===== config.mk =====
export PLATFORM = sky130hd
export DESIGN_NAME = uart_tx_flat
export DESIGN_NICKNAME = d
export VERILOG_FILES = /design/src/rtl/uart_pkg.sv /design/src/rtl/uart_tx_if.sv /design/src/rtl/uart_tx.sv /design/src/flat_wrapper.sv
export SDC_FILE = /design/constraint.sdc
export NUM_CORES = 1
export LEC_CHECK = 0
export ABC_AREA = 1
export BUFFER_PORTS_ARGS = -buffer_cell sky130_fd_sc_hd__buf_2
export CAP_MARGIN = 20
export CORE_MARGIN = 2
export CORE_UTILIZATION = 30
export DETAILED_ROUTE_END_ITERATION = 8
export MAX_ROUTING_LAYER = met4
export PLACE_DENSITY = 0.58
export SETUP_SLACK_MARGIN = 0.3
export SLEW_MARGIN = 20
export SYNTH_ARGS = -nofsm -noshare
export SYNTH_HDL_FRONTEND = slang
export SYNTH_SLANG_ARGS = --single-unit

===== constraint.sdc =====
create_clock -name i_clock -period 3.95 [get_ports i_clock]
set_input_delay 0 -clock i_clock [delete_from_list [all_inputs] [get_ports i_clock]]
set_output_delay 0 -clock i_clock [all_outputs]
set_load 0.01 [all_outputs]

===== src/rtl/uart_pkg.sv =====
// Shared UART definitions: state encoding and frame defaults.
// Used by the transmitter, receiver and baud tick generator.
package uart_pkg;

  localparam int DEF_DATA_WIDTH = 8;
  localparam int DEF_OVERSAMPLE = 16;
  localparam int DEF_SB_TICK    = 16;

  typedef enum logic [1:0] {
    IDLE  = 2'b00,
    START = 2'b01,
    DATA  = 2'b10,
    STOP  = 2'b11
  } tx_state_t;

  function automatic int max2(
    input int a,
    input int b
  );
    return (a > b) ? a : b;
  endfunction

endpackage


===== src/rtl/uart_tx_if.sv =====
// TX FIFO port: first-word-fall-through head word,
// empty flag and one-cycle pop strobe.
interface uart_tx_if
  import uart_pkg::*;
#(
  parameter int DATA_WIDTH = DEF_DATA_WIDTH
);

  logic [DATA_WIDTH-1:0] i_fifo_data;
  logic                  i_fifo_empty;
  logic                  o_fifo_read;

  modport master (
    output i_fifo_data,
    output i_fifo_empty,
    input  o_fifo_read
  );

  modport slave (
    input  i_fifo_data,
    input  i_fifo_empty,
    output o_fifo_read
  );

endinterface


===== src/rtl/uart_tx.sv =====
// UART transmitter: pops the TX FIFO when idle and sends
// start, LSB-first data and stop on the oversampling tick.
module uart_tx
  import uart_pkg::*;
#(
  parameter int DATA_WIDTH = DEF_DATA_WIDTH,
  parameter int OVERSAMPLE = DEF_OVERSAMPLE,
  parameter int SB_TICK    = DEF_SB_TICK
) (
  input  logic     i_clock,
  input  logic     i_reset,
  input  logic     i_tick,
  uart_tx_if.slave fifo,
  output logic     o_tx,
  output logic     o_busy,
  output logic     o_done_tick
);

  localparam int TMAX = max2(OVERSAMPLE, SB_TICK);
  localparam int TW   = (TMAX > 1) ? $clog2(TMAX) : 1;
  localparam int BW   = (DATA_WIDTH > 1) ? $clog2(DATA_WIDTH) : 1;

  localparam logic [TW-1:0] OS_LAST  = TW'(OVERSAMPLE - 1);
  localparam logic [TW-1:0] SB_LAST  = TW'(SB_TICK - 1);
  localparam logic [BW-1:0] BIT_LAST = BW'(DATA_WIDTH - 1);

  tx_state_t             state;
  logic [TW-1:0]         tick_cnt;
  logic [BW-1:0]         bit_cnt;
  logic [DATA_WIDTH-1:0] shift;

  // Frame sequencer; every output is a register.
  always_ff @(posedge i_clock or negedge i_reset) begin
    if (!i_reset) begin
      state            <= IDLE;
      tick_cnt         <= '0;
      bit_cnt          <= '0;
      shift            <= '0;
      o_tx             <= 1'b1;
      o_busy           <= 1'b0;
      o_done_tick      <= 1'b0;
      fifo.o_fifo_read <= 1'b0;
    end else begin
      fifo.o_fifo_read <= 1'b0;
      o_done_tick      <= 1'b0;
      unique case (state)
        IDLE: begin
          o_tx <= 1'b1;
          if (!fifo.i_fifo_empty) begin
            shift            <= fifo.i_fifo_data;
            tick_cnt         <= '0;
            bit_cnt          <= '0;
            o_tx             <= 1'b0;
            o_busy           <= 1'b1;
            fifo.o_fifo_read <= 1'b1;
            state            <= START;
          end
        end
        START: begin
          if (i_tick) begin
            if (tick_cnt == OS_LAST) begin
              tick_cnt <= '0;
              o_tx     <= shift[0];
              state    <= DATA;
            end else begin
              tick_cnt <= tick_cnt + 1'b1;
            end
          end
        end
        DATA: begin
          if (i_tick) begin
            if (tick_cnt == OS_LAST) begin
              tick_cnt <= '0;
              if (bit_cnt == BIT_LAST) begin
                o_tx  <= 1'b1;
                state <= STOP;
              end else begin
                shift   <= {1'b0, shift[DATA_WIDTH-1:1]};
                o_tx    <= shift[1];
                bit_cnt <= bit_cnt + 1'b1;
              end
            end else begin
              tick_cnt <= tick_cnt + 1'b1;
            end
          end
        end
        STOP: begin
          if (i_tick) begin
            if (tick_cnt == SB_LAST) begin
              tick_cnt    <= '0;
              o_done_tick <= 1'b1;
              o_busy      <= 1'b0;
              state       <= IDLE;
            end else begin
              tick_cnt <= tick_cnt + 1'b1;
            end
          end
        end
      endcase
    end
  end

endmodule


===== src/flat_wrapper.sv =====
// flat-port wrapper written by rule: the top's interface ports become plain ports
module uart_tx_flat import uart_pkg::*;
#(
  parameter int DATA_WIDTH = DEF_DATA_WIDTH,
  parameter int OVERSAMPLE = DEF_OVERSAMPLE,
  parameter int SB_TICK    = DEF_SB_TICK
)
  (i_clock, i_reset, i_tick, o_tx, o_busy, o_done_tick, fifo_i_fifo_data, fifo_i_fifo_empty, fifo_o_fifo_read);
  uart_tx_if #(.DATA_WIDTH(DATA_WIDTH)) fifo_i ();
  input  logic i_clock;
  input  logic i_reset;
  input  logic i_tick;
  output logic o_tx;
  output logic o_busy;
  output logic o_done_tick;
  input wire logic [$bits(fifo_i.i_fifo_data)-1:0] fifo_i_fifo_data;
  input wire logic [$bits(fifo_i.i_fifo_empty)-1:0] fifo_i_fifo_empty;
  output wire logic [$bits(fifo_i.o_fifo_read)-1:0] fifo_o_fifo_read;
  assign fifo_i.i_fifo_data = fifo_i_fifo_data;
  assign fifo_i.i_fifo_empty = fifo_i_fifo_empty;
  assign fifo_o_fifo_read = fifo_i.o_fifo_read;
  uart_tx #(.DATA_WIDTH(DATA_WIDTH), .OVERSAMPLE(OVERSAMPLE), .SB_TICK(SB_TICK)) u_core (.i_clock(i_clock), .i_reset(i_reset), .i_tick(i_tick), .fifo(fifo_i), .o_tx(o_tx), .o_busy(o_busy), .o_done_tick(o_done_tick));
endmodule

==> impl_metrics.toml, run 1 <==
[floorplan]
die_width_um = 68.3
die-area_um2 = 4670
die_h_um = 68.3
core_um2 = 4000
ios = 16
fp-row-count = 23
start_util_pct = 31.0

[yosys]
synthCells = 131
syn_area_um2 = 1240
synthTopCellsByArea = "dfrtp_1 (40%), nand2_1 (12%), ha_1 (9.1%)"
yosysMostFrequentCell = "nand2_1"
synth-edff-count = 0
synth.top_cell.area_share_pct = 40.3
ys_seq_area_share_pct = 42.4
syn_nets = 152
yosysUniqueCellTypes = 28
yosysTopAreaCell = "dfrtp_1"
ys_top_cells_by_count = "nand2_1 (39), dfrtp_1 (20), o21ai_2 (12), ha_1 (9), inv_1 (8)"
async_flop_share_pct = 100
ys_warn_count = 0
ys.flop_type = "dfrtp_1"
synth-seq-cells = 21
syn_avg_cell_area_um2 = 9.47

[critical_path]
cp-start-kind = "flip-flop"
path_class = "reg -> reg"
crit_family = "adder cells"
cp_max_fo = 22
cp_slowest_stage_delay_ps = 660
required_ps = 4100
regToRegStartpoint = "u_core.state[0]$_DFFE_PN0P_"
path_cells = "inv_1, ha_1, nand2_1, o21ai_2, nand3_4, nand2_1, o21ai_2"
path_buf_inv = 1
r2r_slack_ps = 1800
critPathArrivalTime_ps = 2300
end_kind = "flip-flop"
cp-startpoint = "u_core.state[0]$_DFFE_PN0P_"
critical_path.slowest_cell = "ha_1"

[cts]
cts.sinks = 21
clk_path_buf_depth = 2
clkLatencyLatePin_ps = 260
root_buffer = "clkbuf_8"
cts_tree = "built"
clk_pin_slew_ps = 80
cts_buffers = 3
htreeDepth = 1
cts_resized = 0

[timing]
max_slew_margin_pct = 48.9
period_needed_ps = 2150
report.final.slew_viol_count = 0
hold_viol = 0
rsz0062_at_grt = "false"
maxClockFrequency_mhz = 466
worst_slew_pin_slew_ps = 766
skew_ps = 1.68
setup_viol = 0
timing.final.crit_share_pct = 54.3
timing.setup.tns_ps = 0

[global_route]
antenna_found_initial = 0
grt_pass1_wl_um = 4240
overflow = 0
grt_max_degree = 23
track_usage_pct = 12.7
first_global_vias = 997

[route]
drt-pass1-iter-count = 2
num_vias = 901
wire_per_inst_um = 11.6
ant_nets = 0
drc = 0
drt_wl_total_um = 2310
via_per_inst = 4.53
drt_iter0_drc = 45

[placement]
routabilityCongestion = 0.794
dp_hpwl_um = 1770
port_buffers = 15

[finish]
num_antenna_cells = 0
finish.net_count = 171
syn2layout_area_growth_pct = 13.8
drive_gt1_share_pct = 26.2

[pwr]
powerDensity_nw_per_um2 = 751
total_power_w = 0.00106
p_leak_nw = 0.681
max-vdd-ir-drop_uv = 288

[run_status]
status = "finished clean"

[min_path]
holdCritPathClass = "in -> reg"
min_from = "fifo_i_fifo_data[4]"

[flow_run]
cap_violations = 0
logic make-up after synthesis:
group           Yosys count  synth area share (%)
xor+xnor                  2                  1.41
mux                       7                  5.65
compound gates           24                  14.0
buf+inv                  13                  6.05
flops                    21                  42.4
fa+ha+maj                 9                  9.07
simple gates             55                  21.4
final timing paths:
path                                             endpoint  cells past startpoint
setup / recovery              u_core.shift[5]$_DFFE_PN0P_                      7
hold / removal                u_core.shift[4]$_DFFE_PN0P_                      3
setup reg to reg              u_core.shift[5]$_DFFE_PN0P_                      7
hold reg to reg                   u_core.o_tx$_DFFE_PN1P_                      2
max in group asynchronous         u_core.o_tx$_DFFE_PN1P_                      2
min in group asynchronous  u_core.tick_cnt[2]$_DFFE_PN0P_                      2
stage by stage:
| step | hold WS [ps] | util, % | worst slack, ps | instances | instance area [µm²] |
|---|---|---|---|---|---|
| CTS | 23.2 | 35.3 | 1770 | 199 | 1410 |
| global route | 40.4 | 35.3 | 1560 | 199 | 1410 |
| floorplan | -296 | - | 2490 | 131 | 1240 |
| finish | 24.8 | 35.3 | 1800 | 199 | 1410 |
| global placement | -15.5 | 33.4 | 1870 | 192 | 1340 |
| detailed placement | -11.3 | 33.4 | 1780 | 192 | 1340 |
cell type report:
type	instances	area [µm²]
Clock buffer	4	45.0
Fill cell	414	2590
Inverter	9	33.8
Multi-Input combinational cell	97	639
Sequential cell	21	527
Tap cell	50	62.6
Timing Repair Buffer	18	105
layer usage:
metal / track usage [%] / part of all wire, % / vias up / routed length (µm)
met4: 5.75 / 1.9 / 0 / 44
met5: - / 0 / - / 0
li1: - / - / 463 / -
met3: 2.80 / 4.6 / 5 / 107
met1: 13.5 / 45 / 415 / 1050
met2: 22.5 / 48 / 18 / 1110
state kept, by name (all words and copies together), names as in the netlist:
signal	flops
u_core.shift	8
u_core.o_busy	1
u_core.o_done_tick	1
u_core.bit_cnt	3
u_core.state	2
u_core.o_tx	1
u_core.tick_cnt	4
u_core.fifo.o_fifo_read	1
repair_timing:
| action | CTS | global route |
|---|---|---|
| hold buffers | 3 | 0 |
| hold endpoints to repair | 22 | 0 |
| setup buffers | 0 | 0 |
placed cells by master, fill, tap and decap left out, types with 2 or more instances in the layout:
cell	synthesis	routed
nand3_1	4	4
o21ai_1	5	5
nor2_1	3	3
o21ai_2	12	12
inv_1	8	8
buf_2	0	15
dlygate4sd3_1	0	3
o21ai_0	2	2
nand3_4	2	2
mux2i_1	7	7
ha_1	9	9
nand2_1	39	39
a21oi_1	2	2
dfrtp_1	20	20
clkbuf_8	0	3
report_power, final:
group          internal [W]  switching [W]
combinational      0.000211       0.000345
clock             0.0000720      0.0000712
sequential         0.000303      0.0000585
worst reg2reg max path, stage by stage, from the launching register on:
cell and delay [ps]:
dfrtp_1 440, inv_1 120, ha_1 670, nand2_1 180, o21ai_2 120, nand3_4 280
nand2_1 170, o21ai_2 60
Note: power is estimated with default switching activity, not from simulation.
==> run 2, diff against run 1 <==
--- a/config.mk
+++ b/config.mk
@@ -12,7 +12,7 @@
 export CORE_UTILIZATION = 30
 export DETAILED_ROUTE_END_ITERATION = 8
 export MAX_ROUTING_LAYER = met4
-export PLACE_DENSITY = 0.58
+export PLACE_DENSITY = 0.6
 export SETUP_SLACK_MARGIN = 0.3
 export SLEW_MARGIN = 20
 export SYNTH_ARGS = -nofsm -noshare
==> constraint.sdc (replaced) <==
create_clock -name i_clock -period 1.9 [get_ports i_clock]
set_input_delay 0 -clock i_clock [delete_from_list [all_inputs] [get_ports i_clock]]
set_output_delay 0 -clock i_clock [all_outputs]
set_load 0.01 [all_outputs]
==> impl_metrics.toml, run 2 (same netlist as run 1, synthesis figures left out) <==
[cts]
clk_pin_slew_ps = 90
clkLatencyLatePin_ps = 270
cts.sinks = 21
clk_path_buf_depth = 2
cts_buffers = 3
root_buffer = "clkbuf_8"
htreeDepth = 1
cts_tree = "built"

[global_route]
first_global_vias = 949
track_usage_pct = 12.9
grt_pass1_wl_um = 4300
grt_max_degree = 22
overflow = 0
antenna_found_initial = 0

[finish]
largest_register_ffs = 8
drive_gt1_share_pct = 34.4
most-common-layout-cells = "nand2_1 (37), dfrtp_1 (19), buf_2 (15)"
fin_area_um2 = 1580
mostFrequentLayoutCell = "nand2_1"
reg_top3 = "u_core.shift x8, u_core.tick_cnt x4, u_core.bit_cnt x3"
top_register = "u_core.shift"
fin_util_pct = 39.4
num_antenna_cells = 0
finish.net_count = 182
syn2layout_area_growth_pct = 26.9

[critical_path]
crit_family = "adder cells"
cp_max_fo = 5
cp-start-kind = "flip-flop"
path_class = "reg -> reg"
critPathArrivalTime_ps = 1730
end_kind = "flip-flop"
critical_path.slowest_cell = "dfrtp_1"
path_buf_inv = 2
cp_slowest_stage_delay_ps = 390
path_cells = "ha_1, ha_1, inv_1, nand2_1, o21ai_4, buf_4, nand3_4, nand2_1, o21ai_2"
required_ps = 2070

[pwr]
p_leak_nw = 0.742
total_power_w = 0.00266
max-vdd-ir-drop_uv = 663
powerDensity_nw_per_um2 = 1690

[timing]
worst_slew_pin_slew_ps = 480
setup_viol = 0
skew_ps = 7.96
maxClockFrequency_mhz = 642
rsz0062_at_grt = "false"
period_needed_ps = 1560
timing.final.crit_share_pct = 82.0
report.final.slew_viol_count = 0
fin_hold_ws_ps = 12.9
max_slew_margin_pct = 68.0
hold_viol = 0
timing.setup.tns_ps = 0

[floorplan]
fp-row-count = 23
start_util_pct = 31.0
ios = 16
die-area_um2 = 4670
core_um2 = 4000
die_width_um = 68.3
die_h_um = 68.3

[run_status]
status = "finished clean"

[placement]
dpl_cell_area_um2 = 1350
routabilityCongestion = 0.847
port_buffers = 15
dp_hpwl_um = 1740

[route]
num_vias = 1015
drt_wl_total_um = 2700
drt_iter0_drc = 20
ant_nets = 0
via_per_inst = 4.83
wire_per_inst_um = 12.9
drc = 0
drt-pass1-iter-count = 4

[flow_run]
cap_violations = 0

[min_path]
holdCritPathClass = "in -> reg"
run 2: tightest hold or removal path: cells and delay by family:
kind            cells  cell delay, ps
buf+inv             1              80
compound gates      1             120
mux                 1              60
run 2: final cells by class:
cell class,count,area [µm²]
clock buffer,3,41.3
clock inverter,1,7.51
fill,374,2420
inverter,9,33.8
multi-input combinational,100,724
sequential,21,528
tap,50,62.6
timing repair buffer,26,178
run 2: where the power goes:
part	internal [W]	total [W]	leakage, nW	switching [W]
combinational	0.000671	0.00161	0.453	0.000936
clock	0.000149	0.000316	0.0217	0.000168
sequential	0.000631	0.000739	0.267	0.000107
run 2: per-stage QoR:
stage                     worst slack (ps)  std cells
after floorplan                        444        131
final                                  343        210
after detailed placement               167        193
after CTS                              318        205
after global placement                 231        193
after global routing                   245        210
run 2: what timing repair did:
item                       in CTS  in global routing
pin swaps                       2                  1
gates cloned                    3                  0
resized for setup               7                  3
setup endpoints to repair      12                 11
setup buffers                   2                  5
hold buffers                    3                  0
hold endpoints to repair       22                  0
run 2: layer usage:
metal	vias to the layer above	GRT usage [%]	part of all wire [%]
met3	4	2.14	3.5
met4	0	6.50	2.0
met5	-	-	0
met2	26	20.9	50
li1	496	-	-
met1	489	15.4	45
run 2: final timing paths:
kind	startpoint	endpoint	slack, ps	cells past startpoint
worst min-delay path	fifo_i_fifo_data[4]	u_core.shift[4]$_DFFE_PN0P_	10	3
worst max-delay path	u_core.bit_cnt[0]$_DFFE_PN0P_	u_core.shift[7]$_DFFE_PN0P_	340	9
max in group asynchronous	i_reset	u_core.state[1]$_DFFE_PN0P_	1330	2
min in group asynchronous	i_reset	u_core.tick_cnt[2]$_DFFE_PN0P_	210	2
worst max register to register	u_core.bit_cnt[0]$_DFFE_PN0P_	u_core.shift[7]$_DFFE_PN0P_	340	9
worst min register to register	u_core.o_tx$_DFFE_PN1P_	u_core.o_tx$_DFFE_PN1P_	480	2
==> run 3, diff against run 2 <==
==> constraint.sdc (replaced) <==
create_clock -name i_clock -period 1.4 [get_ports i_clock]
set_input_delay 0 -clock i_clock [delete_from_list [all_inputs] [get_ports i_clock]]
set_output_delay 0 -clock i_clock [all_outputs]
set_load 0.01 [all_outputs]
==> impl_metrics.toml, run 3 (same netlist as run 1, synthesis figures left out) <==
[global_route]
antenna_found_initial = 0
first_global_vias = 1013
grt_max_degree = 23
grt_pass1_wl_um = 4470
track_usage_pct = 13.2
overflow = 0

[pwr]
total_power_w = 0.00417
powerDensity_nw_per_um2 = 2260
p_leak_nw = 0.817
p_clk_share_pct = 9.7
internal_power_w = 0.00239
power_frac_comb_pct = 65.5
power_switching_w = 0.00178
pwr-share-seq_pct = 24.8
switching_share_pct = 42.6
max-vdd-ir-drop_uv = 1300

[cts]
root_buffer = "clkbuf_8"
cts_buffers = 3
htreeDepth = 1
clk_pin_slew_ps = 80
clk_path_buf_depth = 2
cts.sinks = 21
cts_tree = "built"
clkLatencyLatePin_ps = 260

[finish]
top_register = "u_core.shift"
fin_area_um2 = 1840
num_antenna_cells = 0
num-fill-cells = 372
largest_register_ffs = 8
finish.net_count = 190
fin_util_pct = 46.0
most-common-layout-cells = "nand2_2 (19), dfrtp_1 (19), nand2_1 (17)"
reg_top3 = "u_core.shift x8, u_core.tick_cnt x4, u_core.bit_cnt x3"
syn2layout_area_growth_pct = 48.4
drive_gt1_share_pct = 61.3

[min_path]
holdCritPathClass = "in -> reg"

[run_status]
status = "finished with violations"
violations = "setup timing"

[timing]
report.final.slew_viol_count = 0
maxClockFrequency_mhz = 704
timing.final.crit_share_pct = 101
fin_ws_ps = -19.9
skew_ps = 1.07
period_needed_ps = 1420
worst_slew_pin_slew_ps = 477
hold_viol = 0
rsz0062_at_grt = "true"
max_slew_margin_pct = 68.2
setup_viol = 11

[placement]
dp_hpwl_um = 1870
dp_slack_ps = -62.2
port_buffers = 15
routabilityCongestion = 0.834
dpl_cell_area_um2 = 1530

[floorplan]
start_util_pct = 31.0
ios = 16
die_h_um = 68.3
core_um2 = 4000
die-area_um2 = 4670
die_width_um = 68.3
fp-row-count = 23

[critical_path]
cp_max_fo = 11
path_class = "reg -> reg"
end_kind = "flip-flop"
critPathArrivalTime_ps = 1570
required_ps = 1550
cp-start-kind = "flip-flop"

[route]
drt-met1-wl_um = 1200
dr_wl_met3_um = 104
drc = 0
drt_wl_total_um = 2630
wire_per_inst_um = 12.1
ant_nets = 0
drt_iter0_drc = 48
met2_length_um = 1300
num_vias = 1001
top_layer = "met4"
drt-pass1-iter-count = 4
via_per_inst = 4.59

[flow_run]
cap_violations = 0
run 3: cell count changes in the layout (fill, tap and decap cells not counted), moves of 4 or more:
| cell | previous run | this run |
|---|---|---|
| inv_1 | 8 | 0 |
| ha_1 | 8 | 0 |
| nand2_1 | 37 | 17 |
| ha_4 | 1 | 6 |
| inv_2 | 1 | 6 |
| buf_6 | 0 | 4 |
| nand2_2 | 3 | 19 |
| buf_4 | 7 | 11 |
| nand2_4 | 1 | 5 |
run 3: path summary, 6_finish.rpt:
path / startpoint / endpoint / slack (ps) / cells after the start
setup reg to reg: u_core.bit_cnt[0]$_DFFE_PN0P_ / u_core.shift[6]$_DFFE_PN0P_ / -20 / 9
min in group asynchronous: i_reset / u_core.tick_cnt[2]$_DFFE_PN0P_ / 220 / 2
hold reg to reg: u_core.o_tx$_DFFE_PN1P_ / u_core.o_tx$_DFFE_PN1P_ / 490 / 2
setup / recovery: u_core.bit_cnt[0]$_DFFE_PN0P_ / u_core.shift[6]$_DFFE_PN0P_ / -20 / 9
hold / removal: fifo_i_fifo_data[5] / u_core.shift[5]$_DFFE_PN0P_ / 30 / 3
max in group asynchronous: i_reset / u_core.state[1]$_DFFE_PN0P_ / 820 / 2
run 3: routing by layer:
layer | vias up | global-route usage, %
met4 | 0 | 3.00
met5 | - | -
met3 | 4 | 3.45
met1 | 469 | 15.9
li1 | 507 | -
met2 | 21 | 22.1
run 3: area by class of cell:
type | count | area (µm²) | area share, %
multi-input combinational | 97 | 848 | 46.1
tap | 50 | 62.6 | 3.40
sequential | 21 | 528 | 28.7
clock buffer | 3 | 41.3 | 2.24
inverter | 9 | 41.3 | 2.24
timing repair buffer | 37 | 313 | 17.0
clock inverter | 1 | 7.51 | 0.408
run 3: timing repair:
| action | CTS | global route |
|---|---|---|
| gates resized for setup | 33 | 17 |
| hold buffers | 3 | 0 |
| hold endpoints to repair | 22 | 0 |
| buffers inserted | 0 | 4 |
| endpoints found under the setup margin | 20 | 21 |
| pin swaps | 5 | 9 |
| cloned | 0 | 1 |
run 3: metrics by stage:
stage | setup TNS, ps | std cells | hold slack [ps]
6_report | -152 | 218 | 29.5
5_1_grt | -1090 | 218 | 25.1
4_1_cts | -321 | 213 | 23.4
3_5_place_dp | -555 | 206 | -9.24
3_3_place_gp | -35.8 | 206 | -19.6
2_1_floorplan | 0 | 131 | -296
run 3: worst max-delay path, stage by stage, from the launching register on:
cell and delay [ps]:
dfrtp_1 390, ha_2 200, ha_4 170, inv_4 50, nand2_4 50, o21ai_4 70
nand3_4 110, buf_12 160, nand2_2 60, o21ai_2 50
run 3: power by group through the flow:
stage	Sequential [W]	Clock, W	Combinational [W]
3_5_place_dp	0.00101	0	0.00216
4_1_cts	0.00104	0.000423	0.00243
2_1_floorplan	0.00102	0	0.00161
3_3_place_gp	0.00101	0	0.00210
5_1_grt	0.00107	0.000465	0.00300
6_report	0.00103	0.000404	0.00273
